===== config.mk =====
export PLATFORM = sky130hd
export DESIGN_NAME = rng_health_monitor
export DESIGN_NICKNAME = d
export VERILOG_FILES = /design/src/rtl/rng_health_monitor.sv
export SDC_FILE = /design/constraint.sdc
export NUM_CORES = 1
export LEC_CHECK = 0
export ABC_AREA = 1
export ABC_CLOCK_PERIOD_IN_PS = 2350
export CAP_MARGIN = 20
export CORE_MARGIN = 5
export CORE_UTILIZATION = 35
export CTS_CLUSTER_SIZE = 10
export DETAILED_ROUTE_END_ITERATION = 16
export GPL_TIMING_DRIVEN = 0
export RECOVER_POWER = 50
export SYNTH_ARGS = -nofsm -noshare
export SYNTH_HDL_FRONTEND = slang
export SYNTH_SLANG_ARGS = --single-unit

===== constraint.sdc =====
create_clock -name clk_i -period 2.35 [get_ports clk_i]
set_clock_uncertainty 0.05 [all_clocks]
set_input_delay 0.47 -clock clk_i [delete_from_list [all_inputs] [get_ports clk_i]]
set_output_delay 0.47 -clock clk_i [all_outputs]
set_load 0.01 [all_outputs]

===== src/rtl/rng_health_monitor.sv =====
// Online health gate for a raw RNG sample stream: repetition-count and adaptive-proportion
// tests on whole samples. Only samples taken while healthy are forwarded; failures latch until clear_i.
module rng_health_monitor #(
  parameter int N         = 32,
  parameter int RctCutoff = 4,
  parameter int AptWindow = 512,
  parameter int AptCutoff = 13,
  parameter int Startup   = 1024
) (
  input  logic         clk_i,
  input  logic         rstn_i,
  input  logic         valid_i,
  input  logic [N-1:0] data_i,
  input  logic         clear_i,
  output logic         valid_o,
  output logic [N-1:0] data_o,
  output logic         healthy_o,
  output logic         rct_fail_o,
  output logic         apt_fail_o
);
  localparam int RW = $clog2(RctCutoff + 1);
  localparam int AW = $clog2(AptCutoff + 1);
  localparam int IW = $clog2(AptWindow);
  localparam int SW = $clog2(Startup + 1);

  typedef enum logic [1:0] {ST_STARTUP, ST_RUN, ST_FAILED} state_e;
  state_e state_q, state_d;

  logic [N-1:0]  last_r, ref_r;
  logic [RW-1:0] rct_cnt, rct_nxt;
  logic [AW-1:0] apt_cnt, apt_nxt;
  logic [IW-1:0] apt_idx;
  logic [SW-1:0] su_cnt;
  logic          accept, rct_hit, apt_hit, fail_now, su_done, fwd;

  // clear_i wins over a same-cycle sample; FAILED freezes every counter
  assign accept   = valid_i & ~clear_i & (state_q != ST_FAILED);
  assign su_done  = (su_cnt == SW'(Startup - 1));

  always_comb begin
    rct_nxt = RW'(1);
    if (rct_cnt != '0 && data_i == last_r)
      rct_nxt = (rct_cnt == RW'(RctCutoff)) ? rct_cnt : rct_cnt + RW'(1);
    apt_nxt = apt_cnt;
    if (apt_idx == '0)
      apt_nxt = AW'(1);
    else if (data_i == ref_r && apt_cnt != AW'(AptCutoff))
      apt_nxt = apt_cnt + AW'(1);
  end

  assign rct_hit  = accept && (rct_nxt == RW'(RctCutoff));
  assign apt_hit  = accept && (apt_nxt == AW'(AptCutoff));
  assign fail_now = rct_hit | apt_hit;
  assign fwd      = accept & ~fail_now & (state_q == ST_RUN);

  always_comb begin
    state_d = state_q;
    if (clear_i)
      state_d = ST_STARTUP;
    else if (accept) begin
      if (fail_now)
        state_d = ST_FAILED;
      else if (state_q == ST_STARTUP && su_done)
        state_d = ST_RUN;
    end
  end

  always_ff @(posedge clk_i or negedge rstn_i) begin
    if (!rstn_i) begin
      state_q <= ST_STARTUP;
      last_r  <= '0;
      ref_r   <= '0;
      rct_cnt <= '0;
      apt_cnt <= '0;
      apt_idx <= '0;
      su_cnt  <= '0;
    end else begin
      state_q <= state_d;
      if (clear_i) begin
        rct_cnt <= '0;
        apt_cnt <= '0;
        apt_idx <= '0;
        su_cnt  <= '0;
      end else if (accept) begin
        rct_cnt <= rct_nxt;
        last_r  <= data_i;
        apt_cnt <= apt_nxt;
        if (apt_idx == '0) ref_r <= data_i;
        apt_idx <= (apt_idx == IW'(AptWindow - 1)) ? '0 : apt_idx + IW'(1);
        if (state_q == ST_STARTUP) su_cnt <= su_cnt + SW'(1);
      end
    end
  end

  always_ff @(posedge clk_i or negedge rstn_i) begin
    if (!rstn_i) begin
      valid_o    <= 1'b0;
      data_o     <= '0;
      healthy_o  <= 1'b0;
      rct_fail_o <= 1'b0;
      apt_fail_o <= 1'b0;
    end else begin
      valid_o   <= fwd;
      if (fwd) data_o <= data_i;
      healthy_o <= (state_d == ST_RUN);
      if (clear_i) begin
        rct_fail_o <= 1'b0;
        apt_fail_o <= 1'b0;
      end else begin
        if (rct_hit) rct_fail_o <= 1'b1;
        if (apt_hit) apt_fail_o <= 1'b1;
      end
    end
  end
endmodule


# [Yosys cells after proc, flatten, opt, wreduce, memory -nomap -nowiden]
# Cells that the tools add are included.
[word_totals] input_bits=36 mem_bits_ro=0 n_memories=0 mem_bits_rw=0 word_cells=71 ff_bits=129 latchBits=0 output_inout_bits=36
[classes] order_cmp=0 eq_ne=11 n_mux=22 reduce_logical=15 addsub=4 bitwise_logic=7 n_shift=0 multipliers=0 div_mod_pow=0
[ops] op="equality test 32 bit" count=2
[ops] op="two-way mux 11 bit" count=3
[ops] op="two-way mux 9 bit" count=3
[ops] op="two-way mux 4 bit" count=4
[ops] op="two-way mux 3 bit" count=4
[ops] op="adder 11 x 1 -> 11 bit (second input constant)" count=1
[ops] op="equality test 11 x 10 -> 1 bit (second input constant)" count=1
[ops] op="adder 9 x 1 -> 9 bit (second input constant)" count=1
[ops] op="equality test 9 bit (second input constant)" count=1
[ops] op="logical NOT 9 bit" count=1
[ops] op="two-way mux 2 bit" count=4
[ops] op="nonzero test 2 bit" count=4
[ops] op="equality test 3 bit (second input constant)" count=2
[ops] op="logical AND 1 bit" count=5
[ops] op="adder 4 x 1 -> 4 bit (second input constant)" count=1
[ops] op="AND 1 bit" count=4
[ops] op="equality test 2 x 1 -> 1 bit (second input constant)" count=2
[ops] op="equality test 4 bit (second input constant)" count=1
[ops] op="two-way mux 1 bit" count=4
[ops] op="inequality test 4 bit (second input constant)" count=1
[ops] op="AND reduction 2 bit" count=2
[ops] op="adder 3 x 1 -> 3 bit (second input constant)" count=1
[ops] op="AND reduction 3 bit" count=1
[ops] op="nonzero test 3 bit" count=1
[ops] op="other kinds (4)" count=5

# [Depth between registers and ports, before layout]
[logic_depth] ltp_word=11 depth_mapped=18 mapped_depth_nobuf=17

# [Worst setup path before layout]
# No wires, ideal clock.
[synth_path] path_type="input port to flip-flop" startpoint="input port data_i[2]" endpoint="register data_o[22]" setup_ns=0.117 stages=14 path_buffers=2 t_arrival_ns=1.937 required_time_ns=2.183 setup_slack_ns=0.246 path_cell_list="clkbuf_1 xnor2_1 nand3_1 nor2_1 nand2_1 nor2_4 nand3_2 o21ai_2 nor2_2 nand2_4 nand3_4 buf_8 nand2_2 nand2_1"
[synth_via] elab_chain_len=10 elab_cells_between_ends=15 classes_between="eq/ne: 4; mux: 3; bitwise: 4; reduce/logical: 4"
[synth_lines] element="start, declared" line="13" rtl="input logic [N-1:0] data_i,"
[synth_lines] element="equality test 32 bit" line="47" rtl="else if (data_i == ref_r && apt_cnt != AW'(AptCutoff))"
[synth_lines] element="logical AND 1 bit" line="47"
[synth_lines] element="two-way mux 4 bit" line="47"
[synth_lines] element="two-way mux 4 bit" line="45" rtl="if (apt_idx == '0)"
[synth_lines] element="equality test 4 bit" line="52" rtl="assign apt_hit = accept && (apt_nxt == AW'(AptCutoff));"
[synth_lines] element="logical AND 1 bit" line="52"
[synth_lines] element="bitwise OR 1 bit (*)" line="53" rtl="assign fail_now = rct_hit | apt_hit;"
[synth_lines] element="NOT 1 bit (*)" line="54" rtl="assign fwd = accept & ~fail_now & (state_q == ST_RUN);"
[synth_lines] element="AND 1 bit (*) (2 in a row)" line="54"
[synth_lines] element="end signal, assigned" line="104" rtl="if (fwd) data_o <= data_i;"
[synth_lines] element="end, declared" line="16" rtl="output logic [N-1:0] data_o,"
# Every way passes the cells marked *; elsewhere a longest branch is shown, timed or not.
# A chain may end at the register's enable or synchronous reset.

# [Final worst setup path]
[layout_path] startpoint="register apt_cnt[0]" endpoint="register data_o[6]"
[layout_via] elab_chain_len=10 elab_cells_between_ends=11 classes_between="add/sub: 1; eq/ne: 2; mux: 2; bitwise: 4; reduce/logical: 2"
[layout_lines] element="start, declared" line="31" rtl="logic [AW-1:0] apt_cnt, apt_nxt;"
[layout_lines] element="start signal, assigned" line="87" rtl="apt_cnt <= apt_nxt;"
[layout_lines] element="branches (longest 2 deep; another with adder 4 x 1 -> 4 bit)"
[layout_lines] element="two-way mux 4 bit (*)" line="47"
[layout_lines] element="two-way mux 4 bit (*)" line="45"
[layout_lines] element="equality test 4 bit (*)" line="52"
[layout_lines] element="logical AND 1 bit (*)" line="52"
[layout_lines] element="bitwise OR 1 bit (*)" line="53"
[layout_lines] element="NOT 1 bit (*)" line="54"
[layout_lines] element="AND 1 bit (*) (2 in a row)" line="54"
# Mark *: on every way between the ends.

==> metrics.txt <==
Worst-Skew Late Latency 0.42 ns; max_cap viols 0; Comb power frac 14.6%; TritonCTS buffer count 17; RD Place Congestion 0.796; Syn Std Cell Area 6410 sq um; Starting Density 35.6%; placement row count 49; number of remaining DRC errors 0; fin worst setup slack 0.0213 ns; PD cells 725 nW/um^2; CP endpoint kind flip-flop; antenna violations before repair 0; setup TNS 0 ns; Seq pwr share 42.5%; Syn Nets 829; Final Cycle Share 99.1%; DRT antenna net count 0; Peak VDD IR 0.475 mV; P_leak 4.10 nW; Max-slew headroom 18.0%; Hold Vio Cnt, Final 0; H-Tree Depth 4; CP startpoint kind flip-flop; Via density 4.82; CTS tree built; Layout Nets 944; RSZ-0062 raised after global routing true; Placed Area 7420 sq um; Hold Path Class input port to flip-flop; Worst-path clk slew 0.06 ns; Yosys reg bits 129; Distinct cells, synth 32; sequential element share of the synthesized area 50.3%; worst path required time 2.61 ns; cells after synthesis 785; post-route cell area 8520 sq um; global-route wire length before repair 26400 um; switch share 26.4%; Chip Height 145 um; total track usage 15.3%; IO Count 72; fin crit period 2.33 ns; total number of yosys warnings 0; Vias 5495; Crit Path Category flip-flop to flip-flop; most frequent cells in the layout 201 x nand2_1, 129 x dfrtp_1, 83 x inv_1; DP Worst Slack -0.904 ns; vias in the first global route 5258; clk buf depth 2; Max Freq 429 MHz; run status finished clean; Initial DRT Pass Iterations 6; area grow syn2layout 32.8%; Final setup viols 0; GRT overflow 0; I/O Buffers 69; Iteration-0 DRC Markers 318; WL per Instance 14.4 um; fin. max-slew vios 0; WP data arrival 2.59 ns; P_sw 1.63 mW; worst-margin pin slew 1.23 ns; clock group share of total power 42.9%; post-detail-place hpwl 11000 um; Syn Area/Cell 8.17 sq um; die width 145 um; core box area 18000 sq um; layout cells sized above 1 17.6%; Max FO, Critical Path 5; CTS sink cnt 129; Die ar. 21100 sq um; n_diodes 0; pin count of the biggest net entering global routing 84; final wirelength 16400 um; internal power 4.55 mW; commonest non-fill, non-tap cell in the layout nand2_1; root buffer cell clkbuf_16
## path summary, 6_finish.rpt
kind | startpoint | to | slack, ns | cells past startpoint
hold reg to reg | su_cnt[9] | su_cnt[9] | 0.42 | 1
setup reg to reg | apt_cnt[0] | data_o[6] | 0.02 | 15
setup / recovery | apt_cnt[0] | data_o[6] | 0.02 | 15
hold / removal | data_i[23] | data_o[23] | 0.32 | 3
min in group asynchronous | rstn_i | data_o[8] | 0.80 | 2
max in group asynchronous | rstn_i | data_o[29] | 0.38 | 3
## logic make-up (layout without fill, tap and decap cells)
group | count (synthesis) | after routing | share of synthesized area, %
DFF | 129 | 129 | 50.3
xor gates and xnor gates | 46 | 46 | 6.28
buffers and inverters | 125 | 251 | 7.80
AOI/OAI and AO/OA | 106 | 106 | 8.74
and+or+nand+nor | 371 | 371 | 25.3
adders and majority gates | 8 | 8 | 1.56
## Yosys cell counts
library cell  number  area, sq um
buf_2              4         20.0
nor2_1            43          161
nand3_1           23          115
nand3_2            2         20.0
nand4_1           40          250
buf_6              2         22.5
dfrtp_1          129         3230
nor4_1             3         18.8
clkbuf_1          19         71.3
o21ai_2            1         8.76
or2_2              3         18.8
buf_1              2         7.51
o21ai_0           78          390
and3_1             1         6.26
nor2_2             3         18.8
nand2_4            1         11.3
a211oi_1           3         22.5
xnor2_1           32          280
a22o_1             1         8.76
inv_2              9         33.8
o22ai_1            9         56.3
nand3_4            1         17.5
nor3_1            10         50.1
nand2_2            9         56.3
ha_1               8          100
nand2_1          231          867
nor2_4             1         11.3
inv_1             88          330
a21oi_1           13         65.1
buf_8              1         15.0
o32ai_1            1         8.76
xor2_1            14          123
## layout make-up
class                      instances  area, sq um
clock inverter                     5         75.1
timing repair buffer              99          986
tap                              229          287
buffer                            25          154
fill                            1745         9500
multi-input combinational        531         2910
inverter                          97          364
clock buffer                      25          515
sequential                       129         3230
## through the flow
stage	hold WS [ns]	std cells	power, mW	utilization (%)
2_1_floorplan	0.124	785	3.21	-
3_3_place_gp	0.399	1083	3.49	41.0
3_5_place_dp	0.390	1084	3.51	41.2
4_1_cts	0.334	1137	6.21	46.2
5_1_grt	0.351	1140	6.50	47.3
6_report	0.325	1140	6.18	47.3
## per-layer routing
| metal | global-route usage [%] | part of all wire (%) | wire, um | up-vias |
|---|---|---|---|---|
| li1 | - | - | - | 2745 |
| met1 | 21.4 | 49 | 8010 | 2631 |
| met2 | 23.4 | 46 | 7510 | 97 |
| met3 | 4.05 | 4.0 | 659 | 22 |
| met4 | 4.38 | 1.6 | 269 | 0 |
| met5 | 0 | 0 | 0 | - |
## critical path, cell delays in order, from the launching register on
cell and delay [ns]:
dfrtp_1 0.43, ha_4 0.19, nand3_2 0.07, nand3_1 0.08
nor2_1 0.10, nand2_1 0.11, nor2_4 0.20, nand3_2 0.10
o21ai_2 0.17, nor2_2 0.07, nand2_4 0.10, nand3_4 0.12
buf_6 0.18, clkbuf_16 0.15, nand2_1 0.05, nand2_1 0.04
## state kept, by name, summed over array words and instances (netlist names), 2 cells and up
name     count
data_o      32
last_r      32
ref_r       32
su_cnt      11
apt_idx      9
apt_cnt      4
rct_cnt      3
state_q      2
## power by group through the flow
stage               clock network (mW)  registers (mW)  logic, mW
finish                            2.65            2.63      0.902
global placement                     0            2.65      0.834
floorplan                            0            2.63      0.578
CTS                               2.71            2.62      0.876
detailed placement                   0            2.66      0.853
global route                      2.81            2.66       1.03
## repair_timing
| action | in CTS | in global routing |
|---|---|---|
| pin swaps | 17 | 32 |
| setup buffers | 20 | 8 |
| hold buffers | 1 | 0 |
| endpoints found under the setup margin | 38 | 47 |
| cloned | 2 | 2 |
| endpoints found under the hold margin | 46 | 0 |
| resized for setup | 72 | 78 |
Note: power is estimated with default switching activity, not from simulation.
